## src/rtl/uart_pkg.sv

```systemverilog
// Shared types and constants for the UART transmit feeder.
package uart_pkg;

    localparam int UART_DATA_W = 8;

    typedef enum logic [1:0] {
        S_IDLE = 2'b00,
        S_REQ  = 2'b01,
        S_WAIT = 2'b10
    } state_t;

endpackage

```

## src/rtl/uart_tx_feeder_if.sv

```systemverilog
// Host write port and transmitter handshake bundled for the UART transmit feeder.
interface uart_tx_feeder_if
    import uart_pkg::*;
#(
    parameter int DEPTH = 8
);
    localparam int AW = $clog2(DEPTH);

    logic                   wr_en;
    logic [UART_DATA_W-1:0] wr_data;
    logic                   full;
    logic                   empty;
    logic [AW:0]            count;
    logic                   overflow;
    logic                   ovf_clear;
    logic                   tx_baud;
    logic                   tx_done;
    logic                   tx_start;
    logic [UART_DATA_W-1:0] tx_data;
    logic                   busy;

    modport master (
        output wr_en, wr_data, ovf_clear, tx_baud, tx_done,
        input  full, empty, count, overflow, tx_start, tx_data, busy
    );

    modport slave (
        input  wr_en, wr_data, ovf_clear, tx_baud, tx_done,
        output full, empty, count, overflow, tx_start, tx_data, busy
    );

endinterface

```

## src/rtl/sync_fifo.sv

```systemverilog
// Single-clock byte FIFO; flags are decoded from the registered occupancy count.
module sync_fifo
    import uart_pkg::*;
#(
    parameter int DEPTH = 8,
    localparam int AW = $clog2(DEPTH)
) (
    input  logic                   clock,
    input  logic                   reset_n,
    input  logic                   push,
    input  logic [UART_DATA_W-1:0] push_data,
    input  logic                   pop,
    output logic [UART_DATA_W-1:0] rd_data,
    output logic                   full,
    output logic                   empty,
    output logic [AW:0]            count
);

    localparam logic [AW-1:0] PTR_ONE  = 1;
    localparam logic [AW:0]   CNT_ONE  = 1;
    localparam logic [AW:0]   CNT_FULL = DEPTH[AW:0];

    logic [UART_DATA_W-1:0] mem [DEPTH];
    logic [AW-1:0]          wr_ptr;
    logic [AW-1:0]          rd_ptr;
    logic                   wr_ok;
    logic                   rd_ok;

    // Qualify against registered flags so a full FIFO drops writes even when a pop lands the same cycle.
    assign wr_ok   = push && !full;
    assign rd_ok   = pop && !empty;
    assign full    = (count == CNT_FULL);
    assign empty   = (count == '0);
    assign rd_data = mem[rd_ptr];

    always_ff @(posedge clock) begin
        if (wr_ok) begin
            mem[wr_ptr] <= push_data;
        end
    end

    always_ff @(posedge clock) begin
        if (!reset_n) begin
            wr_ptr <= '0;
            rd_ptr <= '0;
            count  <= '0;
        end else begin
            if (wr_ok) begin
                wr_ptr <= wr_ptr + PTR_ONE;
            end
            if (rd_ok) begin
                rd_ptr <= rd_ptr + PTR_ONE;
            end
            case ({wr_ok, rd_ok})
                2'b10:   count <= count + CNT_ONE;
                2'b01:   count <= count - CNT_ONE;
                default: count <= count;
            endcase
        end
    end

endmodule

```

## src/rtl/uart_tx_feeder.sv

```systemverilog
// Buffers host bytes and presents them one at a time to the UART transmitter.
module uart_tx_feeder
    import uart_pkg::*;
#(
    parameter int DEPTH = 8
) (
    input  logic             clock,
    input  logic             reset_n,
    uart_tx_feeder_if.slave  bus
);

    localparam int AW = $clog2(DEPTH);

    state_t                 state;
    state_t                 state_nxt;
    logic                   pop;
    logic [UART_DATA_W-1:0] fifo_rd_data;
    logic [UART_DATA_W-1:0] tx_data_r;
    logic                   fifo_full;
    logic                   fifo_empty;
    logic [AW:0]            fifo_count;
    logic                   overflow_r;

    sync_fifo #(
        .DEPTH (DEPTH)
    ) u_fifo (
        .clock     (clock),
        .reset_n   (reset_n),
        .push      (bus.wr_en),
        .push_data (bus.wr_data),
        .pop       (pop),
        .rd_data   (fifo_rd_data),
        .full      (fifo_full),
        .empty     (fifo_empty),
        .count     (fifo_count)
    );

    always_ff @(posedge clock) begin
        if (!reset_n) begin
            state <= S_IDLE;
        end else begin
            state <= state_nxt;
        end
    end

    // Strobes outside their own state are ignored: tx_done only matters in S_WAIT, tx_baud only in S_REQ.
    always_comb begin
        state_nxt = state;
        pop       = 1'b0;
        case (state)
            S_IDLE: begin
                if (!fifo_empty) begin
                    pop       = 1'b1;
                    state_nxt = S_REQ;
                end
            end
            S_REQ: begin
                if (bus.tx_baud) begin
                    state_nxt = S_WAIT;
                end
            end
            S_WAIT: begin
                if (bus.tx_done) begin
                    state_nxt = S_IDLE;
                end
            end
            default: state_nxt = S_IDLE;
        endcase
    end

    always_ff @(posedge clock) begin
        if (!reset_n) begin
            tx_data_r <= '0;
        end else if (pop) begin
            tx_data_r <= fifo_rd_data;
        end
    end

    // A dropped write in the same cycle as ovf_clear keeps the flag set.
    always_ff @(posedge clock) begin
        if (!reset_n) begin
            overflow_r <= 1'b0;
        end else if (bus.wr_en && fifo_full) begin
            overflow_r <= 1'b1;
        end else if (bus.ovf_clear) begin
            overflow_r <= 1'b0;
        end
    end

    assign bus.full     = fifo_full;
    assign bus.empty    = fifo_empty;
    assign bus.count    = fifo_count;
    assign bus.overflow = overflow_r;
    assign bus.tx_start = (state == S_REQ);
    assign bus.tx_data  = tx_data_r;
    assign bus.busy     = (state != S_IDLE);

endmodule
```

## src/flat_wrapper.sv

```systemverilog
// flat-port wrapper written by rule: the top's interface ports become plain ports
module uart_tx_feeder_flat import uart_pkg::*;
#(
    parameter int DEPTH = 8
)
  (clock, reset_n, bus_wr_en, bus_wr_data, bus_ovf_clear, bus_tx_baud, bus_tx_done, bus_full, bus_empty, bus_count, bus_overflow, bus_tx_start, bus_tx_data, bus_busy);
  uart_tx_feeder_if #(.DEPTH(DEPTH)) bus_i ();
  input  logic clock;
  input  logic reset_n;
  input wire logic [$bits(bus_i.wr_en)-1:0] bus_wr_en;
  input wire logic [$bits(bus_i.wr_data)-1:0] bus_wr_data;
  input wire logic [$bits(bus_i.ovf_clear)-1:0] bus_ovf_clear;
  input wire logic [$bits(bus_i.tx_baud)-1:0] bus_tx_baud;
  input wire logic [$bits(bus_i.tx_done)-1:0] bus_tx_done;
  output wire logic [$bits(bus_i.full)-1:0] bus_full;
  output wire logic [$bits(bus_i.empty)-1:0] bus_empty;
  output wire logic [$bits(bus_i.count)-1:0] bus_count;
  output wire logic [$bits(bus_i.overflow)-1:0] bus_overflow;
  output wire logic [$bits(bus_i.tx_start)-1:0] bus_tx_start;
  output wire logic [$bits(bus_i.tx_data)-1:0] bus_tx_data;
  output wire logic [$bits(bus_i.busy)-1:0] bus_busy;
  assign bus_i.wr_en = bus_wr_en;
  assign bus_i.wr_data = bus_wr_data;
  assign bus_i.ovf_clear = bus_ovf_clear;
  assign bus_i.tx_baud = bus_tx_baud;
  assign bus_i.tx_done = bus_tx_done;
  assign bus_full = bus_i.full;
  assign bus_empty = bus_i.empty;
  assign bus_count = bus_i.count;
  assign bus_overflow = bus_i.overflow;
  assign bus_tx_start = bus_i.tx_start;
  assign bus_tx_data = bus_i.tx_data;
  assign bus_busy = bus_i.busy;
  uart_tx_feeder #(.DEPTH(DEPTH)) u_core (.clock(clock), .reset_n(reset_n), .bus(bus_i));
endmodule
```

## config.mk

```make
export PLATFORM = sky130hd
export DESIGN_NAME = uart_tx_feeder_flat
export DESIGN_NICKNAME = d
export VERILOG_FILES = /design/src/rtl/uart_pkg.sv /design/src/rtl/uart_tx_feeder_if.sv /design/src/rtl/sync_fifo.sv /design/src/rtl/uart_tx_feeder.sv /design/src/flat_wrapper.sv
export SDC_FILE = /design/constraint.sdc
export NUM_CORES = 1
export LEC_CHECK = 0
export ABC_AREA = 1
export CORE_MARGIN = 2
export CORE_UTILIZATION = 50
export CTS_CLUSTER_SIZE = 8
export DETAILED_ROUTE_END_ITERATION = 6
export GPL_TIMING_DRIVEN = 0
export PLACE_DENSITY = 0.7
export SYNTH_ARGS = -nofsm -noshare
export SYNTH_HDL_FRONTEND = slang
export SYNTH_HIERARCHICAL = 1
export SYNTH_SLANG_ARGS = --single-unit
export TNS_END_PERCENT = 30
```

## constraint.sdc

```tcl
create_clock -name clock -period 3.8 [get_ports clock]
set_clock_uncertainty 0.15 [all_clocks]
set_input_delay 0.76 -clock clock [delete_from_list [all_inputs] [get_ports clock]]
set_output_delay 0.76 -clock clock [all_outputs]
set_load 0.1 [all_outputs]
```

**After elaboration in Yosys (flattened, before gate mapping)**

Memory sizes are Yosys's and may differ from the RTL's. A register that Yosys moved wholly into a read port is not among the register bits.
Index checks and enable logic that the tools add are counted.

- Word-level logic and storage cells: 41
- Register bits: 13
- Input bits: 14
- Memories: 1
- RAM bits: 64
- Output and inout bits: 17

Memory list:

| name | depth | bits a word | rd ports | clocked after Yosys merged registers in | wr ports | line | source |
|---|---|---|---|---|---|---|---|
| u_core.u_fifo.mem | 8 | 8 | 1 | 1 | 1 | sync_fifo.sv:23 | `logic [UART_DATA_W-1:0] mem [DEPTH];` |

- Equal/unequal tests: 8
- Mux-type cells: 11
- Add/subtract/negate cells: 4
- Reduce and logical (&&, ||, !) cells: 12

Operators with widths:

| operator | count |
|---|---|
| 4-bit one-hot mux with 2 select lines | 1 |
| 3-bit by 1-bit adder with 3-bit output (second input constant) | 2 |
| 1-bit two-way mux | 6 |
| 2-bit two-way mux | 3 |
| 2-bit inequality test (second input constant) | 3 |
| 2-bit one-hot mux with 3 select lines | 1 |
| 2-bit nonzero test | 3 |
| 4-bit by 1-bit adder with 4-bit output (second input constant) | 1 |
| 2-bit by 1-bit == test with 1-bit output (second input constant) | 2 |
| 2-bit == test (second input constant) | 2 |
| 4-bit == test (second input constant) | 1 |
| 4-bit zero test | 1 |
| 4-bit by 1-bit subtractor with 4-bit output (second input constant) | 1 |
| 1-bit logical AND | 3 |
| 1-bit zero test | 3 |
| 3-bit AND reduction | 1 |
| 2-bit zero test | 1 |

**Longest topological paths before layout**

Gate-level depths: netlist (run 1).

- Word-level depth: 6
- Depth in mapped cells: 19
- Depth with buffers taken out: 18

**Hierarchy**

Netlist (run 1), hierarchy kept.

By module, submodules not included:

| module | area an instance (um2) | instances | seq. area each (um2) | cells an instance |
|---|---|---|---|---|
| sync_fifo | 3193.1 | 1 | 2182.1 | 276 |
| uart_tx_feeder | 520.5 | 1 | 220.2 | 73 |

**Least setup slack after synthesis (run 1)**

OpenSTA, ideal clock, no wires.

- Path kind: reg-to-reg
- Start: register u_core.u_fifo.count[2]
- End: register u_core.u_fifo.count[2]
- Buffers on the path: 1
- Arrival: 3.321 ns
- Clock period less this slack: 3.587 ns
- Library setup time: 0.115 ns
- Stages on the path, launching flop included: 19
- Required time: 3.535 ns
- Slack: 0.213 ns
- Cells stage by stage: dfxtp_1 inv_1 nand3_1 inv_1 inv_2 buf_6 nand2_4 inv_1 nand2_1 inv_2 ha_1 nand2_1 inv_1 nor2_1 ha_1 a21oi_1 xnor2_1 o21ai_0 inv_1

- Cells in the longest elaborated chain, start to end: 6
- Elaborated cells between the ends (all ways): 14
- Classes of those cells: 2 x add/sub; 3 x eq/ne; 3 x mux; 6 x reduce/logical

RTL lines:

| what | line | source |
|---|---|---|
| start, declared | sync_fifo.sv:16 | `output logic [AW:0] count` |
| start signal, assigned | sync_fifo.sv:55 | `2'b10: count <= count + CNT_ONE;` |
| start signal, assigned | sync_fifo.sv:56 | `2'b01: count <= count - CNT_ONE;` |
| start signal, assigned | sync_fifo.sv:57 | `default: count <= count;` |
| 4-bit zero test * | sync_fifo.sv:33 | `assign empty = (count == '0);` |
| net bus_empty | flat_wrapper.sv:16 | `output wire logic [$bits(bus_i.empty)-1:0] bus_empty;` |
| 1-bit two-way mux * | uart_tx_feeder.sv:52 | `if (!fifo_empty) begin` |
| 1-bit two-way mux * | uart_tx_feeder.sv:50 | `case (state)` |
| net u_core.pop | uart_tx_feeder.sv:16 | `logic pop;` |
| 1-bit logical AND * | sync_fifo.sv:31 | `assign rd_ok = pop && !empty;` |
| net u_core.u_fifo.rd_ok | sync_fifo.sv:27 | `logic rd_ok;` |
| 2-bit by 1-bit == test with 1-bit output or 2-bit == test (tied branches) | sync_fifo.sv:54 | `case ({wr_ok, rd_ok})` |
| 4-bit one-hot mux with 2 select lines or 2-bit nonzero test (tied branches) | -- |  |

The timed path passes the listed nets; every way through them passes the cells marked *.
A chain may end at the register's enable or synchronous reset.

**Worst setup path in the final report (run 1)**

- Start: register u_core.u_fifo.count[0]
- End: output bus_full

- Cells in the longest elaborated chain, start to end: 1

RTL lines:

| what | line | source |
|---|---|---|
| 4-bit == test | sync_fifo.sv:32 | `assign full = (count == CNT_FULL);` |
| end, declared | flat_wrapper.sv:15 | `output wire logic [$bits(bus_i.full)-1:0] bus_full;` |

No other way between the ends.

==> results of run 1 <==
## per-layer routing
| layer | share of wire | GRT usage | vias to the layer above |
|---|---|---|---|
| met5 | 0 | 0 | - |
| met4 | 0.027 | 0.0987 | 0 |
| met3 | 0.056 | 0.0377 | 14 |
| met2 | 0.46 | 0.293 | 67 |
| met1 | 0.45 | 0.262 | 1187 |
| li1 | - | - | 1260 |
## sequential cells by signal, indices dropped and copies added (netlist names), named ones only
signal                cells
u_core/u_fifo/rd_ptr      3
u_core/state              2
u_core/bus.tx_data        8
u_core/bus.overflow       1
u_core/u_fifo/count       4
u_core/u_fifo/mem        64
u_core/u_fifo/wr_ptr      3
## final timing paths
kind                                               end  slack [ns]  cells after the start
worst max-delay path                          bus_full        0.63                      4
worst min-delay path               u_core/bus.overflow        0.31                      2
worst max register to register  u_core/u_fifo/count[2]        1.20                     18
worst min register to register     u_core/bus.overflow        0.31                      2
## cells in the mapped netlist
| library cell | number |
|---|---|
| a21oi_1 | 17 |
| a21oi_2 | 1 |
| and3_1 | 1 |
| buf_2 | 2 |
| buf_4 | 1 |
| buf_6 | 6 |
| buf_8 | 1 |
| clkbuf_4 | 1 |
| clkbuf_8 | 1 |
| dfxtp_1 | 24 |
| edfxtp_1 | 64 |
| ha_1 | 5 |
| inv_1 | 34 |
| inv_2 | 3 |
| mux2i_1 | 8 |
| nand2_1 | 49 |
| nand2_2 | 1 |
| nand2_4 | 1 |
| nand3_1 | 16 |
| nand3b_1 | 1 |
| nor2_1 | 57 |
| nor2_2 | 2 |
| nor2_4 | 1 |
| nor3_1 | 1 |
| o21ai_0 | 25 |
| o21ai_1 | 15 |
| o22ai_1 | 8 |
| xnor2_1 | 2 |
| xor2_1 | 1 |
## cell families (layout without fill, tap and decap cells)
kind of cell,Yosys count,count (layout),synth area share
xor+xnor,3,3,0.00708
compound gates,66,66,0.0927
simple gates,130,130,0.145
mux,8,8,0.0216
flops,88,88,0.647
fa+ha+maj,5,5,0.0168
buf+inv,49,95,0.0701
## power groups by stage
| stage | clock, mW | sequential, mW | combinational (mW) |
|---|---|---|---|
| after detailed placement | 0 | 1.24 | 1.60 |
| after floorplan | 0 | 1.56 | 0.911 |
| after global placement | 0 | 1.24 | 1.59 |
| after CTS | 0.690 | 1.22 | 1.61 |
| final | 0.677 | 1.22 | 1.61 |
| after global routing | 0.721 | 1.24 | 1.74 |
## layout make-up
class	instances	area, sq um	area share
multi-input cells	212	1050	0.242
well taps	99	124	0.0285
repair buffers	30	300	0.0690
plain buffers	12	121	0.0279
clock inverters	5	81.3	0.0187
inverters	37	139	0.0319
clock buffers	11	131	0.0302
flip-flops and latches	88	2400	0.552
## worst min-delay path, stage by stage, from the launching register on
cell	delay, ns
dfxtp_1	0.31
nand2_1	0.06
a21oi_1	0.05
## stage by stage
| stage | cells | worst slack, ns |
|---|---|---|
| finish | 494 | 0.630 |
| global route | 494 | 0.487 |
| CTS | 494 | 0.598 |
| detailed placement | 478 | 0.888 |
| global placement | 478 | 0.845 |
| floorplan | 349 | 0.213 |
==> out/qor.yml, run 1 <==
grt:
  grt.total_usage: 0.192
  grt_max_degree: 15
  grt_pass1_wl_um: 12000
  grt_pass1_vias: 2467
  grt_overflow: 0
  antenna_found_initial: 0
sta:
  setup_violations: 0
  worst_hold_slack_ns: 0.314
  period_needed_ns: 3.17
  timing.final.crit_share: 0.834
  max_freq_mhz: 315
  report.final.slew_viol_count: 0
  rsz0062_at_grt: "no"
  hold_viol: 0
  tightestPinTransition_ns: 1.01
  max_slew_margin: 0.325
  fin_setup_tns_ns: 0
clock_network:
  clk_transition_reported_paths_ns: 0.08
  htreeDepth: 3
  post_cts.repair.setup_buffers: 0
  hold_buffers: 0
  cts_buffers: 9
  ctsResizeCount: 0
  clockRootBuffer: "clkbuf_8"
  cts.sinks: 88
  cts_tree: "yes"
  cts_buffer_depth: 2
  clock_latency_ns: 0.34
route:
  remaining_drc_errors: 0
  wl_per_cell_um: 14.8
  drt-pass1-iter-count: 4
  ant_nets: 0
  postRouteWirelength_um: 7300
  viasPerCell: 5.12
  first_iter_violations: 173
  num_vias: 2528
floorplanning:
  die_h_um: 90.2
  start_util: 0.515
  die_w_um: 90.2
  coreArea_sq_um: 7210
  ios: 31
  core.rowCount: 31
  dieArea_sq_um: 8130
place:
  placed_area_sq_um: 4140
  gp_congestion: 0.924
  post-dp-hpwl_um: 4780
  io_buffer_count: 30
cells_and_area:
  design_area_sq_um: 4350
  layout_commonest_cell: "edfxtp_1"
  fillers: 630
  layout-drive-gt1-share: 0.0861
  final_cell_mix: "64 x edfxtp_1, 57 x nor2_1, 49 x nand2_1"
  fin_util: 0.603
  finalNetCount: 409
  area_growth_pct: 17.1
  diodes: 0
setup_path:
  worst_path_largest_cell_delay_ns: 1.13
  required_ns: 2.89
  worst-setup-path-type: "reg -> out"
  crit_slowest_cell: "clkdlybuf4s50_1"
  path_max_fanout: 5
  rr_startpoint: "u_core/u_fifo/count[0]"
  crit_start: "u_core/u_fifo/count[0]"
  worstPathCellList: "nor2_1 > nand3_1 > inv_1 > clkdlybuf4s50_1"
  critPathLaunchType: "flop"
  worstPathArrival_ns: 2.26
  crit_buf_inv: 2
  end_kind: "primary output"
  cp_top_family: "buffers and inverters"
run_status:
  status: "completed"
pwr:
  p_seq_frac: 0.348
  p_int_mw: 2.00
  ir_worst_vdd_mv: 0.571
  comb_power_share: 0.458
  cellPowerDensity_nw_per_um2: 806
  clock_power_share: 0.193
  leakagePower_nw: 1.68
  netSwitchingFraction: 0.429
  finalPower_mw: 3.50
  p_switching_mw: 1.50
yosys:
  synth.largest_area_cell: "edfxtp_1"
  synth_area_leaders: "edfxtp_1 52%, dfxtp_1 13%, nor2_1 5.8%"
  yosys_warnings: 6
  syn_nets: 368
  ys_seq_area_frac: 0.647
  netlist_area_sq_um: 3710
  postSynthCellCount: 349
  yosysUniqueCellTypes: 29
  synth_area_per_cell_sq_um: 10.6
  yosys.area.top_type_share: 0.518
  synth_seq_cells: 88
min_path:
  min_from: "u_core/bus.overflow"
  hp-class: "reg -> reg"
flow_run:
  cap_viol_max_count: 0
Power figures use the tool's default switching activity.
==> inputs of run 2 (changes only) <==
clock period = 3 ns   (was 3.8 ns; I/O delays follow)
==> run 2 against run 1 <==
Effect of this change:
- final area grew 1.4%
- routed wire length grew 0.88%
- critical path depth is the same
- cell count is the same
- sequential power grew 28%
- sequential cell count is the same
- register-to-register slack lost 0.63 ns
- critical endpoint is now bus_busy
- largest cell class unchanged
- largest power group unchanged
- highest routed layer unchanged
==> out/qor.yml, run 2 (synthesis results as in run 1) <==
pwr:
  ir_worst_vdd_mv: 0.674  # +18%
  finalPower_mw: 4.56  # +30%
  cellPowerDensity_nw_per_um2: 1030  # +28%
  leakagePower_nw: 1.71  # +2.3%
floorplanning:
  core.rowCount: 31  # unchanged
  coreArea_sq_um: 7210  # unchanged
  die_w_um: 90.2  # unchanged
  dieArea_sq_um: 8130  # unchanged
  ios: 31  # unchanged
  start_util: 0.515  # unchanged
  die_h_um: 90.2  # unchanged
min_path:
  hp-class: "reg -> reg"
route:
  remaining_drc_errors: 0  # unchanged
  postRouteWirelength_um: 7370  # +0.88%
  num_vias: 2558  # +1.2%
  drt-pass1-iter-count: 5  # +1
  first_iter_violations: 236  # +36%
  wl_per_cell_um: 14.9  # +0.88%
  ant_nets: 0  # unchanged
  viasPerCell: 5.18  # +1.2%
clock_network:
  clockRootBuffer: "clkbuf_8"
  cts_buffer_depth: 2  # unchanged
  ctsResizeCount: 0  # unchanged
  clock_latency_ns: 0.34  # about the same
  cts.sinks: 88  # unchanged
  hold_buffers: 0  # unchanged
  cts_tree: "yes"
  htreeDepth: 3  # unchanged
  cts_buffers: 9  # unchanged
  post_cts.repair.setup_buffers: 0  # unchanged
  clk_transition_reported_paths_ns: 0.08  # about the same
cells_and_area:
  stdcell_count: 494  # unchanged
  area_growth_pct: 18.7
  layout-drive-gt1-share: 0.114  # +0.0278
  layout_commonest_cell: "edfxtp_1"
  finalNetCount: 409  # unchanged
  largest_register_ffs: 64  # unchanged
  final_cell_mix: "64 x edfxtp_1, 56 x nor2_1, 49 x nand2_1"
  diodes: 0  # unchanged
  top_register: "u_core/u_fifo/mem"
grt:
  grt_overflow: 0  # unchanged
  grt_pass1_wl_um: 11800  # -1.9%
  grt_pass1_vias: 2386  # -3.3%
  grt_max_degree: 15  # unchanged
  grt.total_usage: 0.189  # -0.00297
  antenna_found_initial: 0  # unchanged
setup_path:
  path_max_fanout: 10  # +5
  end_kind: "primary output"
  required_ns: 2.25  # -0.64 ns
  worstPathArrival_ns: 2.18  # -0.08 ns
  worst-setup-path-type: "reg -> out"
  critPathLaunchType: "flop"
place:
  post-dp-hpwl_um: 4800  # +0.46%
  io_buffer_count: 30  # unchanged
  dp.cells: 478  # unchanged
  gp_congestion: 0.853  # -7.7%
flow_run:
  cap_viol_max_count: 0  # unchanged
sta:
  rsz0062_at_grt: "no"
  fin_setup_tns_ns: 0  # unchanged
  setup_violations: 0  # unchanged
  period_needed_ns: 2.93
  tightestPinTransition_ns: 1.06  # +0.0568 ns
  hold_viol: 0  # unchanged
  max_slew_margin: 0.288  # -0.0380
  max_freq_mhz: 341
  timing.final.crit_share: 0.977
  report.final.slew_viol_count: 0  # unchanged
run_status:
  status: "completed"
## run 2: final cells by class
type / count / area, sq um
fill: 642 / 2810
sequential: 88 / 2420
multi-input combinational: 212 / 1060
timing repair buffer: 30 / 305
inverter: 37 / 145
clock buffer: 10 / 128
tap: 99 / 124
buffer: 12 / 121
clock inverter: 6 / 108
## run 2: metrics by stage
stage | instance area [sq um] | setup WS, ns | utilization | hold slack (ns)
floorplan | 3740 | 0.0182 | - | 0.298
global placement | 4170 | 0.177 | 0.578 | 0.299
detailed placement | 4170 | 0.178 | 0.578 | 0.312
CTS | 4400 | 0.0101 | 0.610 | 0.321
global route | 4410 | 0.000762 | 0.611 | 0.337
finish | 4410 | 0.0678 | 0.611 | 0.317
## run 2: worst paths after layout
path / start / endpoint / slack, ns / cells past startpoint
hold / removal: u_core/bus.overflow / u_core/bus.overflow / 0.32 / 2
setup reg to reg: u_core/u_fifo/count[2] / u_core/u_fifo/count[2] / 0.57 / 18
setup / recovery: u_core/state[1] / bus_busy / 0.07 / 4
hold reg to reg: u_core/bus.overflow / u_core/bus.overflow / 0.32 / 2
## run 2: critical path: stages (launching register included)
cell	delay, ns
dfxtp_1	0.43
nor2_4	0.09
buf_8	0.15
inv_1	0.05
clkdlybuf4s50_1	1.12
## run 2: layer usage
layer	track usage	wire length (um)	up-vias
li1	-	-	1264
met1	0.254	3300	1206
met2	0.308	3470	74
met3	0.0293	457	14
met4	0.0808	140	0
met5	0	0	-
## run 2: power breakdown
part / total (mW) / internal (mW) / switching, mW
combinational: 2.06 / 0.624 / 1.44
clock: 0.945 / 0.551 / 0.394
sequential: 1.56 / 1.46 / 0.0963
